--- config.mk ---
export PLATFORM = sky130hd
export DESIGN_NAME = round_key_store
export DESIGN_NICKNAME = d
export VERILOG_FILES = /design/src/rtl/round_key_store.sv
export SDC_FILE = /design/constraint.sdc
export NUM_CORES = 2
export LEC_CHECK = 0
export BUFFER_PORTS_ARGS = -buffer_cell sky130_fd_sc_hd__buf_2
export CORE_UTILIZATION = 60
export CTS_BUF_LIST = sky130_fd_sc_hd__clkbuf_4
export DETAILED_ROUTE_END_ITERATION = 16
export PLACE_DENSITY = 0.83
export SYNTH_ARGS = -nofsm -noshare
export SYNTH_HDL_FRONTEND = slang
export SYNTH_SLANG_ARGS = --single-unit
export TNS_END_PERCENT = 1
--- constraint.sdc ---
create_clock -name clk -period 17.4 [get_ports clk]
set_input_delay 0.87 -clock clk [delete_from_list [all_inputs] [get_ports clk]]
set_output_delay 0.87 -clock clk [all_outputs]
set_load 0.005 [all_outputs]
--- src/rtl/round_key_store.sv ---
// round_key_store
//   Round-key buffer behind the key-expansion stage. Captures one 128-bit
//   round key per valid beat into an indexed store (11 keys for AES-128,
//   15 for AES-256) and serves them through a registered random-access
//   read port, including while the fill is still in progress.
//
//   Optional feature macro: RKS_DECRYPT_EN
//     defined   : rd_dir=1 reads entry LAST - rd_idx (reverse / decrypt order)
//     undefined : rd_dir is ignored, every read is forward
//
// Ports
//   clk        rising-edge clock
//   reset      asynchronous active-low reset
//   keyLen     0 = AES-128 (LAST=10), 1 = AES-256 (LAST=14); sampled on start
//   start      one-cycle pulse, begins a new fill
//   key_valid  key_in holds a round key this cycle
//   key_in     round key, round 0 first
//   rd_req     read request
//   rd_idx     requested round index
//   rd_dir     0 = forward, 1 = reverse index (RKS_DECRYPT_EN only)
//   rd_key     read data, 1 cycle after rd_req (0 on error)
//   rd_valid   rd_key/rd_err valid this cycle
//   rd_err     read was illegal
//   ready      all keys for the latched keyLen are stored
//   fill_cnt   entries written since start
//   ovf        sticky: a key arrived when none was expected
module round_key_store #(
  parameter int KEY_WIDTH = 128,
  parameter int DEPTH     = 15
) (
  input  logic                 clk,
  input  logic                 reset,
  input  logic                 keyLen,
  input  logic                 start,
  input  logic                 key_valid,
  input  logic [KEY_WIDTH-1:0] key_in,
  input  logic                 rd_req,
  input  logic [3:0]           rd_idx,
  input  logic                 rd_dir,
  output logic [KEY_WIDTH-1:0] rd_key,
  output logic                 rd_valid,
  output logic                 rd_err,
  output logic                 ready,
  output logic [3:0]           fill_cnt,
  output logic                 ovf
);

  typedef enum logic [1:0] {
    S_IDLE  = 2'd0,
    S_FILL  = 2'd1,
    S_READY = 2'd2
  } state_t;

  state_t state_q, state_d;

  logic                 key_len_q;
  logic [3:0]           last;
  logic                 wr_en;
  logic [3:0]           eff_idx;
  logic                 rd_legal;
  logic [KEY_WIDTH-1:0] mem [DEPTH];

  assign last = key_len_q ? 4'd14 : 4'd10;

  // A key coinciding with start belongs to no fill: it neither writes nor
  // counts as an overflow.
  assign wr_en = (state_q == S_FILL) && key_valid && !start;

  // ---------------------------------------------------------------- FSM
  always_ff @(posedge clk or negedge reset) begin
    if (!reset) state_q <= S_IDLE;
    else        state_q <= state_d;
  end

  always_comb begin
    state_d = state_q;
    if (start)
      state_d = S_FILL;
    else if (wr_en && (fill_cnt == last))
      state_d = S_READY;
  end

  assign ready = (state_q == S_READY);

  // ------------------------------------------------------- fill control
  always_ff @(posedge clk or negedge reset) begin
    if (!reset) begin
      key_len_q <= 1'b0;
      fill_cnt  <= 4'd0;
      ovf       <= 1'b0;
    end else if (start) begin
      key_len_q <= keyLen;
      fill_cnt  <= 4'd0;
      ovf       <= 1'b0;
    end else begin
      if (wr_en)
        fill_cnt <= fill_cnt + 4'd1;
      if (key_valid && (state_q != S_FILL))
        ovf <= 1'b1;
    end
  end

  // Storage carries no reset; an entry is only readable once fill_cnt has
  // moved past it, so stale contents never reach rd_key.
  always_ff @(posedge clk) begin
    if (wr_en)
      mem[fill_cnt] <= key_in;
  end

  // --------------------------------------------------------- read port
`ifdef RKS_DECRYPT_EN
  always_comb begin
    eff_idx = rd_idx;
    if (rd_dir)
      eff_idx = last - rd_idx;
  end
`else
  logic unused_rd_dir;
  assign unused_rd_dir = rd_dir;
  assign eff_idx       = rd_idx;
`endif

  // Range check uses rd_idx so the 4-bit reverse subtraction can never wrap
  // into a legal-looking index. Comparing against the pre-write fill_cnt
  // makes a same-cycle write+read of one entry error out, and a read in the
  // start cycle sees the cleared count and errors as well.
  assign rd_legal = !start && (state_q != S_IDLE) &&
                    (rd_idx <= last) && (eff_idx < fill_cnt);

  always_ff @(posedge clk or negedge reset) begin
    if (!reset) begin
      rd_valid <= 1'b0;
      rd_err   <= 1'b0;
      rd_key   <= '0;
    end else begin
      rd_valid <= rd_req;
      rd_err   <= rd_req && !rd_legal;
      rd_key   <= (rd_req && rd_legal) ? mem[eff_idx] : '0;
    end
  end

endmodule

## Word-level counts from Yosys, hierarchy flattened

Memory sizes are Yosys's and may differ from the RTL's.
Index checks and enable logic that the tools add are counted.

- Register bits after elaboration: 138
- Bits in writable memories: 1920
- Bits of input ports: 139
- Output and inout port bits: 136
- Word-level logic and storage cells: 40
- Memories: 1

- Add/subtract/negate cells: 1
- Magnitude comparators: 2
- Eq/ne operators: 4
- Mux-type cells: 10
- Reduce and logical (&&, ||, !) cells: 15

Memory list:

| name | depth | bits a word | rd ports | clocked after memory_dff | write ports | RTL line | text |
|---|---|---|---|---|---|---|---|
| mem | 15 | 128 | 1 | 0 | 1 | 61 | `logic [KEY_WIDTH-1:0] mem [DEPTH];` |

Operators with widths:

| operator | number |
|---|---|
| $mux W128 | 1 |
| $logic_and A1 B1 Y1 | 9 |
| $mux W4 | 2 |
| $reduce_bool A2 Y1 | 4 |
| $add A4 B1 Y4 const B | 1 |
| $eq A4 B4 Y1 | 1 |
| $le A4 B4 Y1 | 1 |
| $lt A4 B4 Y1 | 1 |
| $mux W1 | 4 |
| $mux W2 | 2 |
| $mux W3 | 1 |
| $eq A2 B1 Y1 const B | 1 |
| $eq A2 B2 Y1 const B | 1 |
| $logic_not A1 Y1 | 2 |
| $ne A2 B1 Y1 const B | 1 |

## Depth between registers and ports, before layout

- Depth after elaboration: 6
- Mapped depth: 9

## Least setup slack after synthesis

Ideal clock, no wire load.

- Kind: in2reg
- From: in key_valid
- To: mem mem[14][0], enable pin
- Library setup time: 0.928 ns
- Arrival time: 13.150 ns
- Required time: 16.472 ns
- Slack: 3.322 ns
- Stages on the path: 2
- Buffers on the path: 0
- Cell sequence: nand3_1 -> nor4_1

- Longest elaborated chain between the ends: 4

RTL lines:

| item | RTL line | text |
|---|---|---|
| start, declared | 35 | `input logic key_valid,` |
| $logic_and A1 B1 Y1 (2 in series) | 67 | `assign wr_en = (state_q == S_FILL) && key_valid && !start;` |
| $mux W1 | 106 | `if (wr_en)` |
| $mux W1 (implied by the code) | 107 | `mem[fill_cnt] <= key_in;` |
| end, declared | 61 |  |

No other way between the ends.

## Worst setup path in the final report

- From: in rd_idx[1]
- To: reg rd_key[94]

- Longest elaborated chain between the ends: 5
- Elaborated cells between the ends (all ways): 7
- Those cells by class: order compare (2); mux (1); reduce/logical (3); memory (1)

RTL lines:

| item | RTL line | text |
|---|---|---|
| start, declared | 38 | `input logic [3:0] rd_idx,` |
| $le A4 B4 Y1 | 128 | `(rd_idx <= last) && (eff_idx < fill_cnt);` |
| $logic_and A1 B1 Y1 | 127 | `assign rd_legal = !start && (state_q != S_IDLE) &&` |
| $logic_and A1 B1 Y1 | 128 |  |
| $logic_and A1 B1 Y1 | 138 | `rd_key <= (rd_req && rd_legal) ? mem[eff_idx] : '0;` |
| $mux W128 (*) | 138 |  |
| end signal, assigned | 138 |  |
| end, declared | 40 | `output logic [KEY_WIDTH-1:0] rd_key,` |

Every way passes the cells marked *; elsewhere a longest branch is shown, timed or not.
A chain may end at the register's enable or synchronous reset.

==> impl_metrics.yaml <==
critical_path:
  cp-end-kind: "flip-flop"
  crit_path_start_kind: "input pin"
  critPathKind: "in -> reg"
  worstPathMaxFanout: 142
  worstPathArrival_ns: 5.04
  rrSetupSlack_ns: 13.50
  r2r-start: "fill_cnt[2]"
  worstPathRequired_ns: 18.52
  worstReg2RegEnd: "rd_key[26]"
  rr_worst_depth: 7
min_path:
  hp-class: "in -> async"
synthesis:
  async_flop_share_pct: 6.706
  yosysSeqAreaShare_pct: 79.15
  synth.avg_cell_area_um2: 19.82
  synth_ff_type: "edfxtp_1"
  netlist_area_um2: 77210
  synthDistinctLibCells: 40
  syn_nets: 4042
  synth-edff-count: 1920
  synth_cells: 3895
  synth_warnings: 0
  synth-seq-cells: 2058
detailed_routing:
  drtIter0Drc: 5563
  drc: 0
  wl_per_cell_um: 27.32
  routed_wl_mm: 182.7
  drt-vias-per-instance: 6.294
  dr.pass1.iters: 5
  ant_nets: 0
  vias: 42100
clocking:
  post_cts_resized: 0
  clk_pin_slew_ns: 0.08
  cts_buffers: 486
  cts.sinks: 2058
  cts_htree_levels: 5
  post_cts_buffers: 0
  clockBufferDepth: 4
  clk_latency_ns: 1.32
  cts_root_buf: "clkbuf_4"
  cts_tree: "built"
sta:
  max_freq_mhz: 255.2
  worst_pin_slew_ns: 1.138
  rsz0062_at_grt: "false"
  finClkSkew_ns: 0.09987
  finalMaxSlewViolations: 0
  tns_ns: 0
  hold_viol: 0
  min_period_over_period_pct: 22.52
  setup_viol: 0
  fin_crit_ns: 3.919
  slew_headroom_pct: 24.14
floorplanning:
  die_area_um2: 130100
  die_w_um: 360.7
  num_rows: 131
  pin_count: 275
  fp.dieH_um: 360.7
  start_util_pct: 60.54
  core_area_um2: 127500
global_route:
  grt-ovfl-total: 0
  antenna_found_initial: 24
  grt_usage_pct: 28.15
  grt_pass1_wl_mm: 268.6
  grt_max_degree: 143
  first_global_vias: 43510
finish:
  syn_to_final_growth_pct: 13.64
  num-nets-final: 4768
  fin_cells: 6689
  final_cell_mix: "edfxtp_1 (1,920), clkbuf_4 (753), mux2i_1 (489)"
  drive_gt1_share_pct: 26.85
  fill_cells: 7569
  seq_area_um2: 61110
  final_common_cell: "edfxtp_1"
  multiInputGateArea_um2: 14810
pwr:
  power_density_nw_per_um2: 112.0
  switching_power_mw: 2.144
  power.share.switching_pct: 21.82
  p_comb_share_pct: 4.6
  vdd_ir_drop_max_mv: 0.07001
  clockPowerShare_pct: 39.8
  seq_power_share_pct: 55.6
  p_int_mw: 7.682
  p_leak_nw: 30.88
  power_mw: 9.827
placement:
  placedCellCount: 5658
  routabilityCongestion: 0.7400
  io_buffers: 273
  dp_hpwl_mm: 85.74
run:
  cap_violations: 0
status:
  status: "finished clean"
## registers in the layout, summed over array words and instances (netlist names)
name	flops
fill_cnt	4
key_len_q	1
mem	1920
ovf	1
rd_err	1
rd_key	128
rd_valid	1
state_q	2
## stage by stage
| stage | cell area [um2] | hold WS, ns | util (%) | worst slack [ns] |
|---|---|---|---|---|
| floorplan | 77210 | 0.4859 | - | 3.322 |
| global placement | 79960 | 0.4839 | 62.71 | 11.99 |
| finish | 87730 | 0.1477 | 68.80 | 13.48 |
| CTS | 87690 | 0.06261 | 68.76 | 12.93 |
| detailed placement | 79960 | 0.5322 | 62.71 | 12.01 |
| global route | 87730 | 0.1116 | 68.80 | 13.31 |
## Yosys cell counts (2+ instances only)
master,instances,share of area (%)
nand2_1,139,0.68
dfrtp_1,138,4.5
inv_1,9,0.044
a311oi_1,37,0.42
o221ai_1,3,0.034
mux4_2,202,5.9
and2_1,13,0.11
buf_2,58,0.38
buf_6,14,0.20
nor4_1,2,0.016
ha_1,8,0.13
mux2_2,3,0.044
o2111ai_1,3,0.034
a22oi_1,3,0.029
and3_1,3,0.024
a21o_1,2,0.019
nor2b_1,2,0.016
o21ai_0,90,0.58
nor3_1,4,0.026
a21oi_1,182,1.2
o211ai_1,38,0.37
buf_8,15,0.29
edfxtp_1,1920,75
buf_1,10,0.049
o21ai_1,90,0.58
buf_4,33,0.32
mux2i_1,489,6.3
o22ai_1,125,1.0
xnor2_1,4,0.045
a31oi_1,3,0.024
nand2b_1,41,0.33
clkbuf_1,105,0.51
a221oi_1,88,1.0
nor2_1,13,0.063
## cells by family after synthesis
family	after synthesis	share of synthesized area, %
buffers and inverters	244	1.796
adders and majority gates	8	0.1297
muxes	694	12.28
DFF	2058	79.15
AOI/OAI and AO/OA	667	5.322
and+or+nand+nor	220	1.282
xor gates and xnor gates	4	0.04537
## layer usage
layer / vias to the layer above / wire [um] / GRT usage, %
met5: - / 120 / 0
met4: 20 / 5678 / 11.02
met3: 417 / 20450 / 6.626
met2: 2920 / 89260 / 44.74
met1: 21070 / 67220 / 38.16
li1: 17680 / - / -
## critical path, stage by stage
cell and delay (ns):
buf_8 0.61, buf_4 0.71, buf_12 0.73, buf_4 0.93
mux4_2 0.62, o21ai_1 0.13, a21oi_1 0.15
## power groups by stage
stage	logic, mW	registers (mW)	clock network, mW
6_report	0.453	5.47	3.91
5_1_grt	0.481	5.47	4.20
4_1_cts	0.447	5.47	3.95
3_5_place_dp	0.416	5.57	0
3_3_place_gp	0.401	5.57	0
2_1_floorplan	0.251	5.57	0
## how the worst max path moves through the flow
stage / from / endpoint / slack (ns) / cells past startpoint
floorplan: key_valid / mem[14][0] / 3.32 / 2
CTS: fill_cnt[2] / rd_key[26] / 12.93 / 7
global placement: rd_idx[1] / rd_key[26] / 11.99 / 8
finish: rd_idx[1] / rd_key[94] / 13.48 / 7
detailed placement: rd_idx[1] / rd_key[26] / 12.01 / 8
global route: rd_idx[1] / rd_key[93] / 13.31 / 8
## cell type report
type                       instances  area share [%]
antenna                           11         0.03137
clock buffer                     753           6.443
clock inverter                   130          0.8100
inverter                           9         0.03851
multi-input combinational       1593           16.88
sequential                      2058           69.65
tap                             1662           2.370
timing repair buffer             473           3.779
## timing repair
item / CTS / global route
hold endpoints to repair: 1993 / 0
endpoints found under the setup margin: 0 / 0
hold buffers: 136 / 0
No activity file was read; power rests on OpenSTA's default activity.
